`src/rtl/ttl_mux_scanner_if.sv`:
```
// Signal bundle between the scanner and the ttl74x153 path / its requester.
// The parity lines exist only when MUX_SCANNER_PARITY_EN is defined.
interface ttl_mux_scanner_if;
    logic       start;
    logic       y1;
    logic       y2;
    logic       a;
    logic       b;
    logic       enable1;
    logic       enable2;
    logic [3:0] data1;
    logic [3:0] data2;
    logic       valid;
    logic       busy;
`ifdef MUX_SCANNER_PARITY_EN
    logic [1:0] parity;
`endif

    modport master (
`ifdef MUX_SCANNER_PARITY_EN
        output parity,
`endif
        input  start, y1, y2,
        output a, b, enable1, enable2, data1, data2, valid, busy
    );

    modport slave (
`ifdef MUX_SCANNER_PARITY_EN
        input  parity,
`endif
        output start, y1, y2,
        input  a, b, enable1, enable2, data1, data2, valid, busy
    );
endinterface

```
`src/rtl/ttl_mux_scanner.sv`:
```
// Steps a ttl74x153 select through 0..3, settles, samples y1/y2 into 4-bit words.
// Define MUX_SCANNER_PARITY_EN to add a registered parity output latched with valid.
module ttl_mux_scanner #(
    parameter int unsigned SETTLE_CYCLES = 1
) (
    input logic               clk,
    input logic               reset,
    ttl_mux_scanner_if.master bus
);
    typedef enum logic [1:0] {IDLE, SETTLE, SAMPLE, DONE} state_t;

    // With no settle time the scanner goes straight from select change to sampling.
    localparam logic [3:0] CNT_INIT = (SETTLE_CYCLES == 0) ? 4'd0 : 4'(SETTLE_CYCLES - 1);
    localparam state_t     STEP     = (SETTLE_CYCLES == 0) ? SAMPLE : SETTLE;

    state_t     state_q, state_d;
    logic [3:0] cnt_q, cnt_d;
    logic [1:0] sel_q, sel_d;
    logic       en_q, en_d;
    logic [3:0] data1_q, data1_d;
    logic [3:0] data2_q, data2_d;
    logic       valid_q, valid_d;
    logic       busy_q, busy_d;

    always_ff @(posedge clk or posedge reset) begin
        if (reset) begin
            state_q <= IDLE;
            cnt_q   <= 4'd0;
            sel_q   <= 2'd0;
            en_q    <= 1'b1;
            data1_q <= 4'd0;
            data2_q <= 4'd0;
            valid_q <= 1'b0;
            busy_q  <= 1'b0;
        end else begin
            state_q <= state_d;
            cnt_q   <= cnt_d;
            sel_q   <= sel_d;
            en_q    <= en_d;
            data1_q <= data1_d;
            data2_q <= data2_d;
            valid_q <= valid_d;
            busy_q  <= busy_d;
        end
    end

    always_comb begin
        state_d = state_q;
        cnt_d   = cnt_q;
        sel_d   = sel_q;
        en_d    = en_q;
        data1_d = data1_q;
        data2_d = data2_q;
        valid_d = 1'b0;
        busy_d  = busy_q;
        case (state_q)
            IDLE: begin
                if (bus.start) begin
                    sel_d   = 2'd0;
                    en_d    = 1'b0;
                    busy_d  = 1'b1;
                    cnt_d   = CNT_INIT;
                    state_d = STEP;
                end
            end
            SETTLE: begin
                if (cnt_q == 4'd0) state_d = SAMPLE;
                else               cnt_d   = cnt_q - 4'd1;
            end
            SAMPLE: begin
                data1_d[sel_q] = bus.y1;
                data2_d[sel_q] = bus.y2;
                if (sel_q == 2'd3) begin
                    // Outputs are registered, so DONE's view is set on the way in.
                    valid_d = 1'b1;
                    en_d    = 1'b1;
                    sel_d   = 2'd0;
                    state_d = DONE;
                end else begin
                    sel_d   = sel_q + 2'd1;
                    cnt_d   = CNT_INIT;
                    state_d = STEP;
                end
            end
            DONE: begin
                busy_d  = 1'b0;
                state_d = IDLE;
            end
            default: state_d = IDLE;
        endcase
    end

`ifdef MUX_SCANNER_PARITY_EN
    logic [1:0] parity_q;

    always_ff @(posedge clk or posedge reset) begin
        if (reset)        parity_q <= 2'd0;
        else if (valid_d) parity_q <= {^data2_d, ^data1_d};
    end

    assign bus.parity = parity_q;
`endif

    assign bus.a       = sel_q[0];
    assign bus.b       = sel_q[1];
    assign bus.enable1 = en_q;
    assign bus.enable2 = en_q;
    assign bus.data1   = data1_q;
    assign bus.data2   = data2_q;
    assign bus.valid   = valid_q;
    assign bus.busy    = busy_q;
endmodule

```
`src/flat_wrapper.sv`:
```
// flat-port wrapper written by rule: the top's interface ports become plain ports
module ttl_mux_scanner_flat 
#(
    parameter int unsigned SETTLE_CYCLES = 1
)
  (clk, reset, bus_start, bus_y1, bus_y2, bus_a, bus_b, bus_enable1, bus_enable2, bus_data1, bus_data2, bus_valid, bus_busy);
  ttl_mux_scanner_if bus_i ();
  input logic clk;
  input logic reset;
  input wire logic [$bits(bus_i.start)-1:0] bus_start;
  input wire logic [$bits(bus_i.y1)-1:0] bus_y1;
  input wire logic [$bits(bus_i.y2)-1:0] bus_y2;
  output wire logic [$bits(bus_i.a)-1:0] bus_a;
  output wire logic [$bits(bus_i.b)-1:0] bus_b;
  output wire logic [$bits(bus_i.enable1)-1:0] bus_enable1;
  output wire logic [$bits(bus_i.enable2)-1:0] bus_enable2;
  output wire logic [$bits(bus_i.data1)-1:0] bus_data1;
  output wire logic [$bits(bus_i.data2)-1:0] bus_data2;
  output wire logic [$bits(bus_i.valid)-1:0] bus_valid;
  output wire logic [$bits(bus_i.busy)-1:0] bus_busy;
  assign bus_i.start = bus_start;
  assign bus_i.y1 = bus_y1;
  assign bus_i.y2 = bus_y2;
  assign bus_a = bus_i.a;
  assign bus_b = bus_i.b;
  assign bus_enable1 = bus_i.enable1;
  assign bus_enable2 = bus_i.enable2;
  assign bus_data1 = bus_i.data1;
  assign bus_data2 = bus_i.data2;
  assign bus_valid = bus_i.valid;
  assign bus_busy = bus_i.busy;
  ttl_mux_scanner #(.SETTLE_CYCLES(SETTLE_CYCLES)) u_core (.clk(clk), .reset(reset), .bus(bus_i));
endmodule
```
`config.mk`:
```
export PLATFORM = sky130hd
export DESIGN_NAME = ttl_mux_scanner_flat
export DESIGN_NICKNAME = d
export VERILOG_FILES = /design/src/rtl/ttl_mux_scanner_if.sv /design/src/rtl/ttl_mux_scanner.sv /design/src/flat_wrapper.sv
export SDC_FILE = /design/constraint.sdc
export NUM_CORES = 1
export LEC_CHECK = 0
export ABC_AREA = 0
export CELL_PAD_IN_SITES_DETAIL_PLACEMENT = 1
export CELL_PAD_IN_SITES_GLOBAL_PLACEMENT = 2
export CORE_ASPECT_RATIO = 1.5
export CORE_MARGIN = 2
export CORE_UTILIZATION = 34
export CTS_CLUSTER_SIZE = 25
export DETAILED_ROUTE_END_ITERATION = 8
export PLACE_DENSITY = 0.93
export SLEW_MARGIN = 15
export SYNTH_ARGS = -nofsm -noshare
export SYNTH_HDL_FRONTEND = slang
export SYNTH_SLANG_ARGS = --single-unit
```
`constraint.sdc`:
```
create_clock -name clk -period 3.2 [get_ports clk]
set_input_delay 0.48 -clock clk [delete_from_list [all_inputs] [get_ports clk]]
set_output_delay 0.48 -clock clk [all_outputs]
set_load 0.01 [all_outputs]
```
==> results by group, run 1 <==
Run status
  • Outcome: complete, no violations

Clock tree
  • Clock net sink count: 19
  • CTS Buffer Depth: 2
  • Clock transition at path regs: 0.06 ns
  • CTS tree: yes
  • Clock latency on the worst-skew pair: 0.26 ns
  • Post-CTS Hold Fix Bufs: 0
  • Root Driver: clkbuf_8
  • TritonCTS Buffers: 3
  • Setup bufs post-CTS: 0
  • Deepest level of the CTS H-tree: 1
  • Post-CTS Resized: 0

Critical path
  • WP depth: 1
  • Critical path's top delay family: flip-flops
  • CP endpoint: bus_enable1
  • Setup crit start: u_core.bus.enable1
  • Crit. End Element: primary output
  • Reg2reg start: u_core.cnt_q[0]
  • R2r worst-path depth: 5
  • Critical Path Source Type: flip-flop
  • CP Buf/Inv Count: 1
  • Crit-path slowest cell: dfstp_2
  • Critical R2R Capture: u_core.cnt_q[0]
  • Critical path class: reg -> out
  • Crit path DAT: 1.33 ns
  • Worst Path Required: 2.72 ns
  • FF-to-FF setup slack: 1.60 ns
  • Critical-path cell list: clkdlybuf4s50_1
  • CP max stage delay: 0.55 ns
  • Crit path max fanout: 4

Routing
  • DR pass1 iterations: 4
  • Vias per inst: 4.861
  • Detailed-route via count: 666
  • Residual DRC: 0
  • Final WL: 1980 microns
  • Antenna-violating nets left: 0
  • Routed length per instance: 14.45 microns
  • Drt initial violations: 12

Logic synthesis
  • Synthesized instance count: 81
  • Synth Register Bits: 19
  • Post-synthesis sequential area ratio: 52.19%
  • Leading area contributor after synthesis: dfrtp_1
  • EDFF count, synth: 0
  • Syn_nets: 92
  • Synth async-reset ratio: 100.0%
  • Synth Cell Area: 913.4 sq um
  • Unique masters post-synth: 26
  • Mean Syn Cell Area: 11.28 sq um
  • Most used DFF post-synth: dfrtp_1
  • Yosys top cell area share: 49.32%
  • Synth area leaders: dfrtp_1, mux2_2, ha_1, inv_1, dfstp_2
  • Syn. warnings: 0

Cells and area
  • Most frequent cells in the layout: clkdlybuf4s50_1, dfrtp_1, inv_1
  • Area Overhead vs Synth: 27.53%
  • Filler Cells Inserted: 304
  • N_diodes: 0
  • Final cell utilization of the core: 44.48%
  • Share of layout cells above drive strength 1: 14.00%
  • Layout Nets: 112

Timing
  • Final hold vios: 0
  • Worst Max-Slew Pin Slew: 0.7323 ns
  • Clock Skew: 0.006752 ns
  • Fin crit share: 56.67%
  • F_max: 551.5 MHz
  • Setup_tns: 0 ns
  • Period minus WS final: 1.813 ns
  • Slew Limit Headroom: 51.13%
  • Fin. max-slew vios: 0
  • RSZ-0062 raised after global routing: no
  • Final setup vio count: 0

Floorplanning
  • Row count: 23
  • Chip height: 67.48 microns
  • Die area: 0.003126 sq mm
  • Core Region: 0.002619 sq mm
  • Die X: 46.32 microns
  • Starting Density: 34.88%
  • I/O pin cnt: 19

Power
  • VDD IR max: 0.3921 mV
  • Comb pwr share: 40.4%
  • PD cells: 807.7 mW/mm^2
  • Psw: 0.3092 mW
  • Seq pwr share: 42.0%
  • Internal: 0.6317 mW
  • Leak pwr: 0.5189 nW
  • Clk pwr share: 17.5%
  • Sw Share: 32.86%

Global route
  • Vias in the first global route: 729
  • First-pass GRT wire length: 3229 microns
  • Largest net degree at the start of global routing: 20
  • GR Overflow Total: 0
  • Initial antenna violation count: 0
  • Total GRT Usage: 14.59%

Place
  • Port bufs: 18
  • Gpl congestion: 0.8300
  • Post-DP HPWL: 1475 microns

Worst hold path
  • Min-Delay Path Class: reg -> reg

Job
  • Max-cap violations: 0
-- worst min-delay path by stage --
stage                              startpoint  depth (start not counted)  slack [ns]                   to
after floorplan                         reset                          1        0.43      u_core.bus.busy
after global placement        u_core.cnt_q[0]                          1        0.48      u_core.cnt_q[0]
after detailed placement  u_core.bus.data1[0]                          1        0.50  u_core.bus.data1[0]
after CTS                 u_core.bus.data2[0]                          1        0.51  u_core.bus.data2[0]
after global routing      u_core.bus.data2[0]                          1        0.52  u_core.bus.data2[0]
final                     u_core.bus.data2[0]                          1        0.50  u_core.bus.data2[0]
-- sequential cells by signal, indices dropped and copies added, names as in the netlist --
name and flops:
u_core.bus.valid 1, u_core.bus.enable1 1, u_core.cnt_q 4, u_core.bus.busy 1, u_core.sel_q 2, u_core.bus.data1 4, u_core.state_q 2, u_core.bus.data2 4
-- stage by stage --
stage	hold slack, ns	instances	area, sq um	power [mW]	worst slack, ns
4_1_cts	0.5093	137	1165	0.9540	1.376
5_1_grt	0.5246	137	1165	1.005	1.335
6_report	0.5045	137	1165	0.9409	1.387
3_5_place_dp	0.4967	133	1120	0.7785	1.530
3_3_place_gp	0.4783	133	1120	0.7685	1.616
2_1_floorplan	0.4304	81	913.4	0.5980	1.823
-- layer usage --
metal	share of wire, %	GRT usage [%]
met2	52	25.35
met3	5.5	3.743
met1	42	17.09
met4	1.3	4.286
met5	0	0
-- synth_stat cells (2+ instances only) --
cell      instances
buf_4             2
inv_1             9
ha_1              6
nand2b_1          3
nor2_1            2
o22ai_1           2
mux2_2            8
nor2b_1           2
o21ai_0           3
a21oi_1           4
nand2_1           6
a22o_1            2
nor3_1            2
dfrtp_1          18
-- cells by family (layout without fill, tap and decap cells) --
kind of cell	Yosys count	count (layout)	share of synthesized area, %
adder cells (fa/ha/maj)	6	6	8.219
AO/OA/AOI/OAI	15	15	10.55
buffers and inverters	12	31	5.889
multiplexers	9	9	10.96
AND/OR/NAND/NOR	20	20	12.19
flip-flops	19	19	52.19
-- area by class of cell --
type	instances	area (sq um)	area share (%)
Sequential cell	19	476.7	40.92
Tap cell	37	46.29	3.974
Timing Repair Buffer	18	180.2	15.47
Inverter	9	33.78	2.900
Clock buffer	4	45.04	3.867
Multi-Input combinational cell	50	382.9	32.87
-- power by group through the flow --
stage | Combinational [mW] | Sequential, mW | Clock [mW]
floorplan | 0.199 | 0.399 | 0
global placement | 0.373 | 0.395 | 0
detailed placement | 0.380 | 0.398 | 0
CTS | 0.388 | 0.395 | 0.170
global route | 0.419 | 0.407 | 0.179
finish | 0.381 | 0.396 | 0.165
Note: power is estimated with default switching activity, not from simulation.
==> run 2: changes to the inputs <==
CORE_UTILIZATION = 28   (was 34)
PLACE_DENSITY = 0.83   (was 0.93)
clock period = 1.66 ns   (was 3.2 ns; I/O delays follow)
==> results by group, run 2 (synthesis results as in run 1) <==
Run status
  • Outcome: complete, no violations

Power
  • Sw Share: 32.80% (-0.061 points)
  • PD cells: 1544 mW/mm^2 (+91%)
  • Internal: 1.228 mW (+94%)
  • Clk pwr share: 17.5% (about the same)
  • VDD IR max: 0.7307 mV (+86%)
  • Leak pwr: 0.5290 nW (+2.0%)
  • Psw: 0.5995 mW (+94%)
  • Seq pwr share: 41.4% (-0.6 points)
  • Comb pwr share: 41.1% (+0.7 points)

Critical path
  • Critical path class: reg -> out
  • Critical Path Source Type: flip-flop
  • Crit. End Element: primary output
  • Crit path DAT: 1.34 ns (about the same)
  • Critical path's top delay family: flip-flops
  • Crit path max fanout: 4 (unchanged)
  • CP max stage delay: 0.55 ns (about the same)
  • Critical-path cell list: clkdlybuf4s50_1
  • CP Buf/Inv Count: 1 (unchanged)
  • Worst Path Required: 1.41 ns (-1.31 ns)
  • Crit-path slowest cell: dfstp_2

Timing
  • Slew Limit Headroom: 77.48% (+26 points)
  • Worst Max-Slew Pin Slew: 0.3371 ns (-0.3952 ns)
  • RSZ-0062 raised after global routing: no
  • Final setup vio count: 0 (unchanged)
  • Fin. max-slew vios: 0 (unchanged)
  • Period minus WS final: 1.590 ns
  • F_max: 628.9 MHz
  • Final hold vios: 0 (unchanged)
  • Setup_tns: 0 ns (unchanged)
  • Fin crit share: 95.79%
  • Clock Skew: 0.001174 ns (-0.005579 ns)

Routing
  • Antenna-violating nets left: 0 (unchanged)
  • Vias per inst: 4.648 (-4.4%)
  • Residual DRC: 0 (unchanged)
  • DR pass1 iterations: 4 (unchanged)
  • Final WL: 1944 microns (-1.8%)
  • Drt initial violations: 12 (unchanged)
  • Routed length per instance: 13.69 microns (-5.3%)
  • Detailed-route via count: 660 (-0.90%)

Global route
  • Largest net degree at the start of global routing: 20 (unchanged)
  • Initial antenna violation count: 0 (unchanged)
  • Total GRT Usage: 12.17% (-2.4 points)
  • Vias in the first global route: 776 (+6.4%)
  • First-pass GRT wire length: 3498 microns (+8.3%)
  • GR Overflow Total: 0 (unchanged)

Clock tree
  • Deepest level of the CTS H-tree: 1 (unchanged)
  • Clock latency on the worst-skew pair: 0.25 ns (about the same)
  • CTS tree: yes
  • Clock net sink count: 19 (unchanged)
  • TritonCTS Buffers: 3 (unchanged)
  • Post-CTS Hold Fix Bufs: 0 (unchanged)
  • Post-CTS Resized: 0 (unchanged)
  • Setup bufs post-CTS: 0 (unchanged)
  • Clock transition at path regs: 0.07 ns (about the same)
  • CTS Buffer Depth: 2 (unchanged)
  • Root Driver: clkbuf_8

Floorplanning
  • Die area: 0.003744 sq mm (+20%)
  • I/O pin cnt: 19 (unchanged)
  • Starting Density: 29.20% (-5.7 points)
  • Die X: 50.64 microns (+9.3%)
  • Row count: 25 (+8.7%)
  • Chip height: 73.95 microns (+9.6%)
  • Core Region: 0.003128 sq mm (+19%)

Cells and area
  • Most frequent cells in the layout: clkdlybuf4s50_1, dfrtp_1, inv_1
  • Final cell utilization of the core: 37.84% (-6.6 points)
  • Area Overhead vs Synth: 29.59%
  • N_diodes: 0 (unchanged)
  • Share of layout cells above drive strength 1: 15.69% (+1.7 points)
  • Layout Nets: 114 (+1.8%)

Place
  • Post-DP HPWL: 1512 microns (+2.5%)
  • Port bufs: 18 (unchanged)
  • Gpl congestion: 0.7667 (-7.6%)

Job
  • Max-cap violations: 0 (unchanged)

Worst hold path
  • Min-Delay Path Class: in -> async
## run 2: power groups by stage
stage | combinational [mW] | sequential, mW | clock [mW]
3_5_place_dp | 0.760 | 0.761 | 0
2_1_floorplan | 0.383 | 0.770 | 0
4_1_cts | 0.769 | 0.761 | 0.337
3_3_place_gp | 0.744 | 0.760 | 0
6_report | 0.752 | 0.756 | 0.319
5_1_grt | 0.825 | 0.782 | 0.352
## run 2: layout make-up
cell class	count	area, sq um
well taps	40	50.05
inverters	9	33.78
multi-input cells	50	382.9
repair buffers	20	195.2
flip-flops and latches	19	476.7
fillers	374	1944
clock buffers	4	45.04
## run 2: path summary, 6_finish.rpt
kind                                      from                  end  slack, ns  depth (start not counted)
setup / recovery            u_core.bus.enable1          bus_enable1       0.07                          1
hold reg to reg            u_core.bus.data1[1]  u_core.bus.data1[1]       0.51                          1
setup reg to reg               u_core.cnt_q[1]      u_core.cnt_q[1]       0.10                          5
min in group clk           u_core.bus.data1[1]  u_core.bus.data1[1]       0.51                          1
max in group asynchronous                reset   u_core.bus.enable1       1.07                          3
hold / removal                           reset     u_core.bus.valid       0.33                          3
## run 2: worst register-to-register path: stages (launching register included)
cell and delay [ns]:
dfrtp_1 0.40, inv_1 0.11, ha_1 0.21, or3b_2 0.47
nand2_1 0.15, o22ai_1 0.09
## run 2: stage by stage
stage	worst slack [ns]	cells	cell area, sq um	power, mW	hold slack, ns
finish	0.06984	142	1184	1.828	0.3314
global route	0.007190	142	1184	1.959	0.3780
CTS	0.05422	142	1184	1.866	0.3352
detailed placement	0.1093	138	1139	1.521	0.4929
global placement	0.1341	138	1139	1.504	0.4937
floorplan	0.2829	81	913.4	1.153	0.1994
## run 2: metal layers
layer | routed length, microns | global-route usage (%)
met5 | 0 | 0
met1 | 742 | 12.71
met3 | 75 | 2.209
met2 | 1094 | 22.95
met4 | 31 | 6.306
==> patch 1: new RTL, settings of run 2 <==
`data1_q` and `data2_q` no longer have a reset.
--- a/src/rtl/ttl_mux_scanner.sv
+++ b/src/rtl/ttl_mux_scanner.sv
@@ -28,8 +28,6 @@
             cnt_q   <= 4'd0;
             sel_q   <= 2'd0;
             en_q    <= 1'b1;
-            data1_q <= 4'd0;
-            data2_q <= 4'd0;
             valid_q <= 1'b0;
             busy_q  <= 1'b0;
         end else begin
@@ -37,11 +35,14 @@
             cnt_q   <= cnt_d;
             sel_q   <= sel_d;
             en_q    <= en_d;
-            data1_q <= data1_d;
-            data2_q <= data2_d;
             valid_q <= valid_d;
             busy_q  <= busy_d;
         end
+    end
+
+    always_ff @(posedge clk) begin
+        data1_q <= data1_d;
+        data2_q <= data2_d;
     end
 
     always_comb begin
Behaviour: differs if reset is asserted again (counterexample within 4 cycles, from zero or initial values and one cycle with reset high); with reset held inactive, the same outputs for 10 cycles.
==> patch 1 against run 2 <==
Largest power group unchanged; setup slack improved by 6.5 ps; hold slack lost 40 ps; critical endpoint unchanged; wire length shrank 17%; total power fell by 22%; synthesized area down 4.1%; global-route usage shrank 1.8 points; cell area is 3.5% lower; sequential cell count stayed put; combinational power down 41%; highest routed layer unchanged.
==> patch 1: results (changes against run 2) <==
| Metric | Value |
|---|---|
| CTS clk-pin slew, worst paths | `70 ps (about the same)` |
| Synth Area in Compound Gates | `14.00% (+3.5 points)` |
| CP peak stage delay | `550 ps (about the same)` |
| Num CTS Buffers | `3 (unchanged)` |
| Register area share after synthesis | `59.00% (+6.8 points)` |
| Via count | `577 (-13%)` |
| Share of cells above drive strength 1 | `10.00% (-5.7 points)` |
| Router iterations before antenna repair | `3 (-1)` |
| Hpwl dp | `1273 µm (-16%)` |
| Dpl cell area | `1097 µm² (-3.6%)` |
| Nets | `102 (-11%)` |
| Final wirelength | `1606 µm (-17%)` |
| Sequential share of power | `46.7% (+5.3 points)` |
| Hold Crit Class | `primary input to async pin` |
| Number of synthesized flops with an enable pin | `8 (+8)` |
| Post-Synthesis Cells | `69 (-15%)` |
| Mux share of post-synthesis cell area | `1.143% (-9.8 points)` |
| Hold Slack | `291.0 ps (-40.31 ps)` |
| Power share of the clock group | `22.1% (+4.6 points)` |
| Synth Area in Adders | `8.571% (+0.35 points)` |
| Switching Share | `31.02% (-1.8 points)` |
| Post-synth top area cell | `dfrtp_1` |
| Clk buf depth | `2 (unchanged)` |
| Clock Skews | `3.765 ps (+2.591 ps)` |
| Post-CTS Setup Bufs | `0 (unchanged)` |
| Largest net degree at the start of global routing | `12 (-40%)` |
| GRT Util Overall | `10.34% (-1.8 points)` |
| Place WS | `232.7 ps (+123.4 ps)` |
| Slew margin rel. | `70.89% (-6.6 points)` |
| Worst-Skew Late Latency | `250 ps (about the same)` |
| Crit-path slowest cell | `dfstp_2` |
| Post-synthesis cell type count | `27 (+3.8%)` |
| Clock root buffer | `clkbuf_8` |
| Via density | `4.473 (-3.8%)` |
| Post_cts resized | `0 (unchanged)` |
| Vias in the first global route | `608 (-22%)` |
| Synth top area cells | `dfrtp_1, edfxtp_1, ha_1` |
| CTS H-tree lvls | `1 (unchanged)` |
| Iter 0 DRT Violations | `5 (-7)` |
| Leak | `0.4653 nW (-12%)` |
| Outcome | `finished clean` |
| Synth cell count leaders | `dfrtp_1, edfxtp_1, ha_1, inv_1, and2_1` |
| Yosys warning count | `0 (unchanged)` |
| Top delay family on crit path | `flip-flops` |
| Syn nets | `80 (-13%)` |
| Post-synthesis xor/xnor area fraction | `0% (unchanged)` |
| CP arrival | `1330 ps` |
| Maximum clock rate | `0.6315 GHz (+0.41%)` |
| Global-route wire length before repair | `2732 µm (-22%)` |
| VDD IR-drop max | `0.6830 mV (-6.5%)` |
| P per Cell Area | `1244 nW/µm² (-19%)` |
| Gpl congestion | `0.6714 (-12%)` |
| IO Port Bufs | `18 (unchanged)` |
| Max Cap Violations | `0 (unchanged)` |
| Post-Place Cells | `125 (-9.4%)` |
| Async SR Flop Fraction | `57.89% (-42 points)` |
-- patch 1: cell count changes in the layout (fill, tap and decap cells not counted), sizes merged, moves of 3 or more --
cell    change
and2        +5
edfxtp      +8
mux2        -8
dfrtp       -8
inv         -3
-- patch 1: layout make-up --
| type | count | area, µm² |
|---|---|---|
| Tap cell | 39 | 48.80 |
| Clock buffer | 4 | 45.04 |
| Sequential cell | 19 | 516.7 |
| Fill cell | 345 | 1800 |
| Timing Repair Buffer | 18 | 180.2 |
| Inverter | 6 | 22.52 |
| Multi-Input combinational cell | 43 | 329.1 |
-- patch 1: kinds of logic after synthesis --
family	after synthesis
fa+ha+maj	6
compound gates	14
mux	1
flops	19
simple gates	22
buf+inv	7
-- patch 1: path summary, 6_finish.rpt --
check                                               start                        endpoint  depth (start not counted)
min                                                 reset     u_core.cnt_q[1]$_DFFE_PP0P_                          2
min in group clk              u_core.bus.busy$_DFFE_PP0P_     u_core.bus.busy$_DFFE_PP0P_                          1
max in group asynchronous                           reset  u_core.bus.enable1$_DFFE_PP1P_                          2
max                        u_core.bus.enable1$_DFFE_PP1P_                     bus_enable1                          1
max reg2reg                   u_core.cnt_q[0]$_DFFE_PP0P_     u_core.cnt_q[1]$_DFFE_PP0P_                          5
min reg2reg                   u_core.bus.busy$_DFFE_PP0P_     u_core.bus.busy$_DFFE_PP0P_                          1
-- patch 1: layer usage --
| layer | routed length [µm] | up-vias | track usage (%) |
|---|---|---|---|
| li1 | - | 281 | - |
| met5 | 0 | - | 0 |
| met4 | 52 | 0 | 8.333 |
| met2 | 843 | 17 | 18.96 |
| met1 | 635 | 275 | 10.00 |
| met3 | 75 | 4 | 1.646 |
==> patch 2: new RTL, flow settings as in run 2 <==
Made on the original files. Re-encode `state_t` (4 states) as Gray code, 2 bits wide.
--- a/src/rtl/ttl_mux_scanner.sv
+++ b/src/rtl/ttl_mux_scanner.sv
@@ -7,7 +7,7 @@
     input logic               reset,
     ttl_mux_scanner_if.master bus
 );
-    typedef enum logic [1:0] {IDLE, SETTLE, SAMPLE, DONE} state_t;
+    typedef enum logic [1:0] {IDLE = 2'b00, SETTLE = 2'b01, SAMPLE = 2'b11, DONE = 2'b10} state_t;
 
     // With no settle time the scanner goes straight from select change to sampling.
     localparam logic [3:0] CNT_INIT = (SETTLE_CYCLES == 0) ? 4'd0 : 4'(SETTLE_CYCLES - 1);
Function: no difference found for any inputs over 10 cycles, from zero or initial values and one cycle with reset high; not proved beyond that.
==> patch 2 against run 2 <==
Cell area is 1.2% higher; setup slack worse by 9.9 ps; synthesized area is 1.8% higher; hold slack lost 9.2 ps; first-iteration DRC count grew 33%; total power rose by 16%; utilization grew 0.061 points; sequential share of layout area fell by 0.46 points; wire length decreased by 0.57%; sequential cell count unchanged.
==> patch 2: results (changes against run 2) <==
| Metric | Value |
|---|---|
| Synth Area in Adders | `8.075% (-0.14 points)` |
| Initial antenna violation count | `0 (unchanged)` |
| Iter 0 DRT Violations | `16 (+4)` |
| Crit path from | `u_core.bus.enable1$_DFFE_PP1P_` |
| Post-synthesis cell type count | `30 (+15%)` |
| Fin crit period | `1600 ps (+9.936 ps)` |
| Syn nets | `95 (+3.3%)` |
| Nets | `116 (+1.8%)` |
| Hold Slack | `322.1 ps (-9.224 ps)` |
| Gpl congestion | `0.7190 (-6.2%)` |
| Via density | `4.771 (+2.6%)` |
| Setup crit end | `bus_enable2` |
| Top delay family on crit path | `flip-flops` |
| Router iterations before antenna repair | `2 (-2)` |
| Top sig layer | `met4` |
| Post-CTS Setup Bufs | `0 (unchanged)` |
| Worst-Skew Late Latency | `250 ps (about the same)` |
| Synth top area cells | `dfrtp_1, mux2_2, ha_1` |
| Yosys warning count | `0 (unchanged)` |
| Reg2Reg Depth | `5 (unchanged)` |
| Mux share of post-synthesis cell area | `10.77% (-0.19 points)` |
| IO Port Bufs | `18 (unchanged)` |
| Critical path fanouts, max | `4 (unchanged)` |
| CTS clk-pin slew, worst paths | `70 ps (about the same)` |
| Num CTS Buffers | `3 (unchanged)` |
| R2r endpoint | `u_core.cnt_q[2]$_DFFE_PP0P_` |
| Register area share after synthesis | `51.28% (-0.91 points)` |
| Clock root buffer | `clkbuf_8` |
| Least-Margin Pin Slew | `407.8 ps (+70.72 ps)` |
| DR WL met3 | `30 µm (-60%)` |
| Switching Share | `34.78% (+2.0 points)` |
| Met2 routed WL | `1072 µm (-2.0%)` |
| Vias in the first global route | `715 (-7.9%)` |
| Hold Crit Class | `primary input to async pin` |
| Outcome | `finished clean` |
| Dpl cell area | `1152 µm² (+1.2%)` |
| Crit-path slowest cell | `dfstp_2` |
| Global-route wire length before repair | `3312 µm (-5.3%)` |
| Hpwl dp | `1491 µm (-1.4%)` |
| Place WS | `162.0 ps (+52.75 ps)` |
| Final wirelength | `1933 µm (-0.57%)` |
| Length of routed wiring on met1 | `772 µm (+4.0%)` |
| Clk buf depth | `2 (unchanged)` |
| GRT Util Overall | `11.70% (-0.47 points)` |
| VDD IR-drop max | `0.6630 mV (-9.3%)` |
| R2r setup slk | `170 ps (+70 ps)` |
| Clock Skews | `5.820 ps (+4.647 ps)` |
| Synth Area in Compound Gates | `11.04% (+0.49 points)` |
| Leak | `0.5325 nW (+0.65%)` |
| Share of cells above drive strength 1 | `13.46% (-2.2 points)` |
| Launching point of the worst reg2reg path | `u_core.cnt_q[0]$_DFFE_PP0P_` |
| Synth cell count leaders | `dfrtp_1, inv_1, mux2_2` |
-- patch 2: cells by family after synthesis --
| logic type | after synthesis |
|---|---|
| and+or+nand+nor | 22 |
| adders and majority gates | 6 |
| DFF | 19 |
| muxes | 9 |
| buffers and inverters | 12 |
| AOI/OAI and AO/OA | 16 |
-- patch 2: layout make-up --
type	instances	area, µm²
clock buffer	4	45.04
tap	40	50.05
inverter	8	30.03
fill	363	1962
multi-input combinational	53	400.4
sequential	19	476.7
timing repair buffer	20	195.2
-- patch 2: worst register-to-register path: cells and delay by family, from the launching register on --
| family | cells | cell delay (ps) |
|---|---|---|
| adder cells (fa/ha/maj) | 1 | 190 |
| AO/OA/AOI/OAI | 2 | 270 |
| buffers and inverters | 1 | 110 |
| AND/OR/NAND/NOR | 1 | 410 |
| flip-flops | 1 | 370 |
-- patch 2: power groups by stage --
stage | logic [W] | registers (W) | clock network, W
3_5_place_dp | 0.00102 | 0.000816 | 0
5_1_grt | 0.00111 | 0.000837 | 0.000355
4_1_cts | 0.00103 | 0.000804 | 0.000328
3_3_place_gp | 0.000988 | 0.000806 | 0
6_report | 0.00101 | 0.000801 | 0.000313
2_1_floorplan | 0.000542 | 0.000833 | 0
-- patch 2: through the flow --
step	std cells	utilization, %	total power, W
2_1_floorplan	84	-	0.001375
3_3_place_gp	140	36.48	0.001794
3_5_place_dp	140	36.48	0.001834
4_1_cts	144	37.90	0.002160
5_1_grt	144	37.90	0.002301
6_report	144	37.90	0.002121
-- patch 2: routing by layer --
metal,track usage [%],vias to the layer above
met5,0,-
met4,8.108,0
li1,-,330
met1,12.69,345
met2,21.07,8
met3,1.205,4
